--- config.mk ---
export PLATFORM = sky130hd
export DESIGN_NAME = mul_sequencer_flat
export DESIGN_NICKNAME = d
export VERILOG_FILES = /design/src/rtl/mul_pkg.sv /design/src/rtl/mul_sequencer_if.sv /design/src/rtl/mul_op_latch.sv /design/src/rtl/mul_sequencer.sv /design/src/flat_wrapper.sv
export SDC_FILE = /design/constraint.sdc
export NUM_CORES = 1
export LEC_CHECK = 0
export CAP_MARGIN = 20
export CORE_MARGIN = 5
export CORE_UTILIZATION = 39
export CTS_BUF_LIST = sky130_fd_sc_hd__clkbuf_2
export DETAILED_ROUTE_END_ITERATION = 10
export DONT_BUFFER_PORTS = 1
export PLACE_DENSITY_LB_ADDON = 0.12
export RECOVER_POWER = 100
export SETUP_SLACK_MARGIN = 0.5
export SLEW_MARGIN = 20
export SYNTH_ARGS = -nofsm -noshare
export SYNTH_HDL_FRONTEND = slang
export SYNTH_SLANG_ARGS = --single-unit
--- constraint.sdc ---
create_clock -name clk -period 2 [get_ports clk]
set_clock_uncertainty 0.15 [all_clocks]
set_input_delay 0.2 -clock clk [delete_from_list [all_inputs] [get_ports clk]]
set_output_delay 0.2 -clock clk [all_outputs]
set_load 0.01 [all_outputs]
--- src/rtl/mul_pkg.sv ---
// Shared definitions for the repeated-addition multiplier: sequencer state
// encoding and the default operand/bus width used by sequencer and datapath.
package mul_pkg;

  localparam int MUL_WIDTH = 16;

  typedef enum logic [2:0] {
    IDLE   = 3'd0,
    LOAD_A = 3'd1,
    LOAD_B = 3'd2,
    CALC   = 3'd3,
    DONE   = 3'd4
  } mul_state_t;

endpackage

--- src/rtl/mul_sequencer_if.sv ---
// Handshake, operand and datapath-control bundle between the multiplier
// sequencer (master) and its host/datapath side (slave).
interface mul_sequencer_if
  import mul_pkg::*;
#(
  parameter int WIDTH = MUL_WIDTH
);

  logic             start_valid;
  logic             start_ready;
  logic [WIDTH-1:0] op_a;
  logic [WIDTH-1:0] op_b;
  logic             abort;
  logic             eqz;
  logic [WIDTH-1:0] data_in;
  logic             LdA;
  logic             LdB;
  logic             LdP;
  logic             clrP;
  logic             decB;
  logic             busy;
  logic             done;
  logic [WIDTH-1:0] iter_count;

  modport master (
    input  start_valid, op_a, op_b, abort, eqz,
    output start_ready, data_in, LdA, LdB, LdP, clrP, decB, busy, done, iter_count
  );

  modport slave (
    output start_valid, op_a, op_b, abort, eqz,
    input  start_ready, data_in, LdA, LdB, LdP, clrP, decB, busy, done, iter_count
  );

endinterface

--- src/rtl/mul_op_latch.sv ---
// Operand holding registers for the multiplier sequencer and the mux that
// places A or B onto the shared datapath bus (zero when neither is selected).
module mul_op_latch
  import mul_pkg::*;
#(
  parameter int WIDTH = MUL_WIDTH
) (
  input  logic             clk,
  input  logic             rst,
  input  logic             load_i,
  input  logic [WIDTH-1:0] op_a_i,
  input  logic [WIDTH-1:0] op_b_i,
  input  logic             sel_a_i,
  input  logic             sel_b_i,
  output logic [WIDTH-1:0] data_o
);

  logic [WIDTH-1:0] a_q, a_d;
  logic [WIDTH-1:0] b_q, b_d;

  always_comb begin
    a_d = a_q;
    b_d = b_q;
    if (load_i) begin
      a_d = op_a_i;
      b_d = op_b_i;
    end
  end

  always_ff @(posedge clk) begin
    if (rst) begin
      a_q <= '0;
      b_q <= '0;
    end else begin
      a_q <= a_d;
      b_q <= b_d;
    end
  end

  always_comb begin
    data_o = '0;
    if (sel_a_i)      data_o = a_q;
    else if (sel_b_i) data_o = b_q;
  end

endmodule

--- src/rtl/mul_sequencer.sv ---
// Control sequencer for the repeated-addition multiplier: loads A and B onto
// the datapath, steps the accumulate loop until eqz, then pulses done.
module mul_sequencer
  import mul_pkg::*;
#(
  parameter int WIDTH = MUL_WIDTH
) (
  input  logic            clk,
  input  logic            rst,
  mul_sequencer_if.master seq_io
);

  mul_state_t       state_q, state_d;
  logic [WIDTH-1:0] iter_count_q, iter_count_d;
  logic             accept;
  logic             calc_step;
  logic             sel_a;
  logic             sel_b;

  // A handshake coinciding with reset is never taken.
  assign accept    = seq_io.start_valid && (state_q == IDLE) && !rst;
  assign calc_step = (state_q == CALC) && !seq_io.eqz && !seq_io.abort;
  assign sel_a     = (state_q == LOAD_A) && !seq_io.abort;
  assign sel_b     = (state_q == LOAD_B) && !seq_io.abort;

  mul_op_latch #(
    .WIDTH (WIDTH)
  ) u_op_latch (
    .clk     (clk),
    .rst     (rst),
    .load_i  (accept),
    .op_a_i  (seq_io.op_a),
    .op_b_i  (seq_io.op_b),
    .sel_a_i (sel_a),
    .sel_b_i (sel_b),
    .data_o  (seq_io.data_in)
  );

  always_ff @(posedge clk) begin
    if (rst) state_q <= IDLE;
    else     state_q <= state_d;
  end

  always_comb begin
    state_d = state_q;
    case (state_q)
      IDLE:    if (accept) state_d = LOAD_A;
      LOAD_A:  state_d = seq_io.abort ? IDLE : LOAD_B;
      LOAD_B:  state_d = seq_io.abort ? IDLE : CALC;
      CALC: begin
        if (seq_io.abort)    state_d = IDLE;
        else if (seq_io.eqz) state_d = DONE;
      end
      DONE:    state_d = IDLE;
      default: state_d = IDLE;
    endcase
  end

  // LdP/decB are Mealy on eqz so the loop never issues an extra accumulate.
  always_comb begin
    seq_io.start_ready = 1'b0;
    seq_io.busy        = 1'b1;
    seq_io.done        = 1'b0;
    seq_io.LdA         = 1'b0;
    seq_io.LdB         = 1'b0;
    seq_io.clrP        = 1'b0;
    seq_io.LdP         = 1'b0;
    seq_io.decB        = 1'b0;
    case (state_q)
      IDLE: begin
        seq_io.start_ready = 1'b1;
        seq_io.busy        = 1'b0;
      end
      LOAD_A:  seq_io.LdA = sel_a;
      LOAD_B: begin
        seq_io.LdB  = sel_b;
        seq_io.clrP = sel_b;
      end
      CALC: begin
        seq_io.LdP  = calc_step;
        seq_io.decB = calc_step;
      end
      DONE:    seq_io.done = 1'b1;
      default: seq_io.busy = 1'b0;
    endcase
  end

  always_comb begin
    iter_count_d = iter_count_q;
    if (accept)         iter_count_d = '0;
    else if (calc_step) iter_count_d = iter_count_q + WIDTH'(1);
  end

  always_ff @(posedge clk) begin
    if (rst) iter_count_q <= '0;
    else     iter_count_q <= iter_count_d;
  end

  assign seq_io.iter_count = iter_count_q;

endmodule

--- src/flat_wrapper.sv ---
// flat-port wrapper written by rule: the top's interface ports become plain ports
module mul_sequencer_flat import mul_pkg::*;
#(
  parameter int WIDTH = MUL_WIDTH
)
  (clk, rst, seq_io_start_valid, seq_io_op_a, seq_io_op_b, seq_io_abort, seq_io_eqz, seq_io_start_ready, seq_io_data_in, seq_io_LdA, seq_io_LdB, seq_io_LdP, seq_io_clrP, seq_io_decB, seq_io_busy, seq_io_done, seq_io_iter_count);
  mul_sequencer_if #(.WIDTH(WIDTH)) seq_io_i ();
  input  logic clk;
  input  logic rst;
  input wire logic [$bits(seq_io_i.start_valid)-1:0] seq_io_start_valid;
  input wire logic [$bits(seq_io_i.op_a)-1:0] seq_io_op_a;
  input wire logic [$bits(seq_io_i.op_b)-1:0] seq_io_op_b;
  input wire logic [$bits(seq_io_i.abort)-1:0] seq_io_abort;
  input wire logic [$bits(seq_io_i.eqz)-1:0] seq_io_eqz;
  output wire logic [$bits(seq_io_i.start_ready)-1:0] seq_io_start_ready;
  output wire logic [$bits(seq_io_i.data_in)-1:0] seq_io_data_in;
  output wire logic [$bits(seq_io_i.LdA)-1:0] seq_io_LdA;
  output wire logic [$bits(seq_io_i.LdB)-1:0] seq_io_LdB;
  output wire logic [$bits(seq_io_i.LdP)-1:0] seq_io_LdP;
  output wire logic [$bits(seq_io_i.clrP)-1:0] seq_io_clrP;
  output wire logic [$bits(seq_io_i.decB)-1:0] seq_io_decB;
  output wire logic [$bits(seq_io_i.busy)-1:0] seq_io_busy;
  output wire logic [$bits(seq_io_i.done)-1:0] seq_io_done;
  output wire logic [$bits(seq_io_i.iter_count)-1:0] seq_io_iter_count;
  assign seq_io_i.start_valid = seq_io_start_valid;
  assign seq_io_i.op_a = seq_io_op_a;
  assign seq_io_i.op_b = seq_io_op_b;
  assign seq_io_i.abort = seq_io_abort;
  assign seq_io_i.eqz = seq_io_eqz;
  assign seq_io_start_ready = seq_io_i.start_ready;
  assign seq_io_data_in = seq_io_i.data_in;
  assign seq_io_LdA = seq_io_i.LdA;
  assign seq_io_LdB = seq_io_i.LdB;
  assign seq_io_LdP = seq_io_i.LdP;
  assign seq_io_clrP = seq_io_i.clrP;
  assign seq_io_decB = seq_io_i.decB;
  assign seq_io_busy = seq_io_i.busy;
  assign seq_io_done = seq_io_i.done;
  assign seq_io_iter_count = seq_io_i.iter_count;
  mul_sequencer #(.WIDTH(WIDTH)) u_core (.clk(clk), .rst(rst), .seq_io(seq_io_i));
endmodule
==> flow_summary.toml <==
[setup_path]
critPathLaunch = "u_core.state_q[1]"
worstSetupStartpointType = "flip-flop"
r2r_start = "u_core.state_q[1]"
ff2ff_setup_slack_ns = -0.06
cp_max_fo = 8
critical_path_class = "reg -> out"
cp-end-kind = "primary output"
r2r-end = "u_core.u_op_latch.a_q[12]"
cp.required_ns = 1.65
arrival_ns = 1.74
rr_worst_depth = 9

[place]
dp_hpwl_um = 3840
place_ws_ns = 0.243
port_buffers = 0
place_congestion = 0.698
place_area_mm2 = 0.00243

[clocking]
clk_pin_slew_ns = 0.27
holdBufCountCts = 36
cts_max_level = 2
cts_made_buffers = 5
clock_path_buffers = 2
cts_tree = "built"
cts.sinks = 51
cts_root_buf = "clkbuf_2"
clk_latency_ns = 0.42

[min_path]
holdPathStages = 4
hold_path.class = "in -> reg"
min_to = "u_core.seq_io.iter_count[1]"
hp-start = "seq_io_abort"

[die]
initial_utilization = 0.405
ios = 77
rows = 27
core_area_mm2 = 0.00557
die_area_mm2 = 0.00742
die_h_um = 86.1
die_x_um = 86.1

[global_routing]
gr-total-overflow = 0
antenna_found_initial = 0
grt_pass1_vias = 2312
grt_pass1_wl_um = 12000
grt_max_degree = 39
grt_usage = 0.206

[final_layout]
nets = 386
final_area_mm2 = 0.00396
multi_input_area_mm2 = 0.00172
mostFrequentLayoutCells = "48 x dfxtp_1, 38 x nand2_1, 35 x dlygate4sd3_1"
diodes = 0
final_core_util = 0.710
drive_gt1_frac = 0.457
synthToLayoutAreaGrowth_pct = 75.2
n_fill_cell = 434
mostFrequentLayoutCell = "dfxtp_1"
regArea_mm2 = 0.00102

[detailed_routing]
via_count = 2251
wl_um = 7760
drtIter0Drc = 62
avgRoutedWirePerCell_um = 18.5
viasPerCell = 5.36
antenna_left = 0
first_pass_iters = 4
route.detailed.drc = 0

[sta]
fmax_mhz = 478
fin_ws_ns = -0.0923
slew_headroom = 0.773
slew_viol_final = 0
fin_crit_sh = 1.05
tightest_slew_ns = 0.340
holdWs_ns = -0.0572
fin_crit_ns = 2.09
rsz0062_at_grt = "true"
hold_viol = 2
setup_viol = 62

[power]
power.share.clock = 0.245
seq_power_share = 0.512
p_sw_frac = 0.285
switchingPower_mw = 0.623
p_total_mw = 2.18
cellInternalPower_mw = 1.56
p_leak_nw = 1.63
ir_drop_mv = 0.416
p_per_area_mw_per_mm2 = 552
p_comb_frac = 0.242

[yosys]
synthAdderAreaFrac = 0.00554
synth-compound-area-share = 0.175
synthDistinctLibCells = 39
syn_area_mm2 = 0.00226
synth_simple_gate_area_frac = 0.277
synth_top_family_by_area = "simple AND/OR/NAND/NOR gates"
syn_inst = 273
ys_seq_area_frac = 0.452
synthMuxAreaShare = 0.00443
synth_xor_area_frac = 0.0310
yosys_warnings = 0
yosys_register_bits = 51
synth_nets = 311
syn_avg_cell_area_um2 = 8.28

[job]
cap_violations = 0

[status]
violations = "hold timing, setup timing"
status = "finished, violations left"
-- layout make-up --
cell class | instances | share of cell area
clock buffers | 5 | 0.00632
clock inverters | 2 | 0.00948
inverters | 3 | 0.00284
multi-input cells | 199 | 0.433
flip-flops and latches | 51 | 0.259
well taps | 72 | 0.0227
repair buffers | 88 | 0.267
-- how the worst max path moves through the flow --
stage / cells past startpoint / end / slack, ns
floorplan: 6 / u_core.seq_io.iter_count[15] / 0.32
global placement: 5 / u_core.seq_io.iter_count[12] / 0.28
detailed placement: 5 / u_core.seq_io.iter_count[10] / 0.24
CTS: 5 / seq_io_data_in[13] / -0.10
global route: 7 / seq_io_data_in[3] / -0.21
finish: 5 / seq_io_data_in[13] / -0.09
-- cell usage after synthesis (all sizes together) --
cell type  count  area (µm²)
a211o          1        8.76
a21oi         38         190
a22o          16         140
and3           1        6.26
and3b          1        8.76
and4           1        10.0
and4b          1        11.3
and4bb         1        12.5
buf           11        80.1
clkbuf         9        33.8
dfxtp         51        1020
ha             1        12.5
inv            3        11.3
mux2i          1        10.0
nand2         70         263
nand2b         3        21.3
nand3          7        47.6
nand3b         1        7.51
nand4          6        37.5
nand4bb        1        11.3
nor2          15        56.3
nor3           6        35.0
nor3b          1        7.51
nor4           1        6.26
nor4b          2        30.0
o21a           3        22.5
o21ai          5        25.0
o31a           1        8.76
or3            4        25.0
or4            2        18.8
or4b           1        10.0
xnor2          3        26.3
xor2           5        43.8
-- flip-flops by register name, indices dropped and copies added (netlist names) --
signal / cells
u_core.state_q: 3
u_core.u_op_latch.b_q: 16
u_core.seq_io.iter_count: 16
u_core.u_op_latch.a_q: 16
-- critical path: stages, from the launching register on --
cell and delay, ns:
dfxtp_2 0.40, buf_8 0.13, nor4b_4 0.26, buf_4 0.19, buf_8 0.15, a22o_1 0.20
-- routing by layer --
| layer | vias up | track usage | routed length (µm) | part of all wire |
|---|---|---|---|---|
| li1 | 1099 | - | - | - |
| met4 | 0 | 0.0547 | 86 | 0.011 |
| met1 | 1078 | 0.252 | 3270 | 0.42 |
| met5 | - | 0 | 0 | 0 |
| met3 | 10 | 0.0557 | 477 | 0.061 |
| met2 | 64 | 0.356 | 3920 | 0.51 |
-- cell families (layout without fill, tap and decap cells) --
kind of cell,count (synthesis),in the layout
AO/OA/AOI/OAI,64,64
XOR/XNOR,8,8
adder cells (fa/ha/maj),1,1
buffers and inverters,23,98
flip-flops,51,51
multiplexers,1,1
AND/OR/NAND/NOR,125,125
-- per-stage QoR --
| step | cells | hold WS [ns] | TNS, ns |
|---|---|---|---|
| final | 420 | -0.0572 | -2.73 |
| after global routing | 420 | -0.108 | -7.02 |
| after CTS | 414 | -0.100 | -1.27 |
| after detailed placement | 342 | 0.127 | 0 |
| after global placement | 342 | 0.122 | 0 |
| after floorplan | 273 | 0.186 | 0 |
-- power groups by stage --
stage	Sequential (mW)	Combinational, mW	Clock, mW
after floorplan	1.10	0.163	0
after global placement	1.10	0.177	0
after detailed placement	1.10	0.180	0
after CTS	1.11	0.472	0.551
after global routing	1.13	0.560	0.589
final	1.12	0.529	0.536
-- repair_timing --
item	CTS	global route
endpoints found under the setup margin	73	75
gates resized for setup	127	39
pin swaps	21	8
gates cloned	8	1
buffers inserted	21	5
endpoints found under the hold margin	51	5
Note: power is estimated with default switching activity, not from simulation.
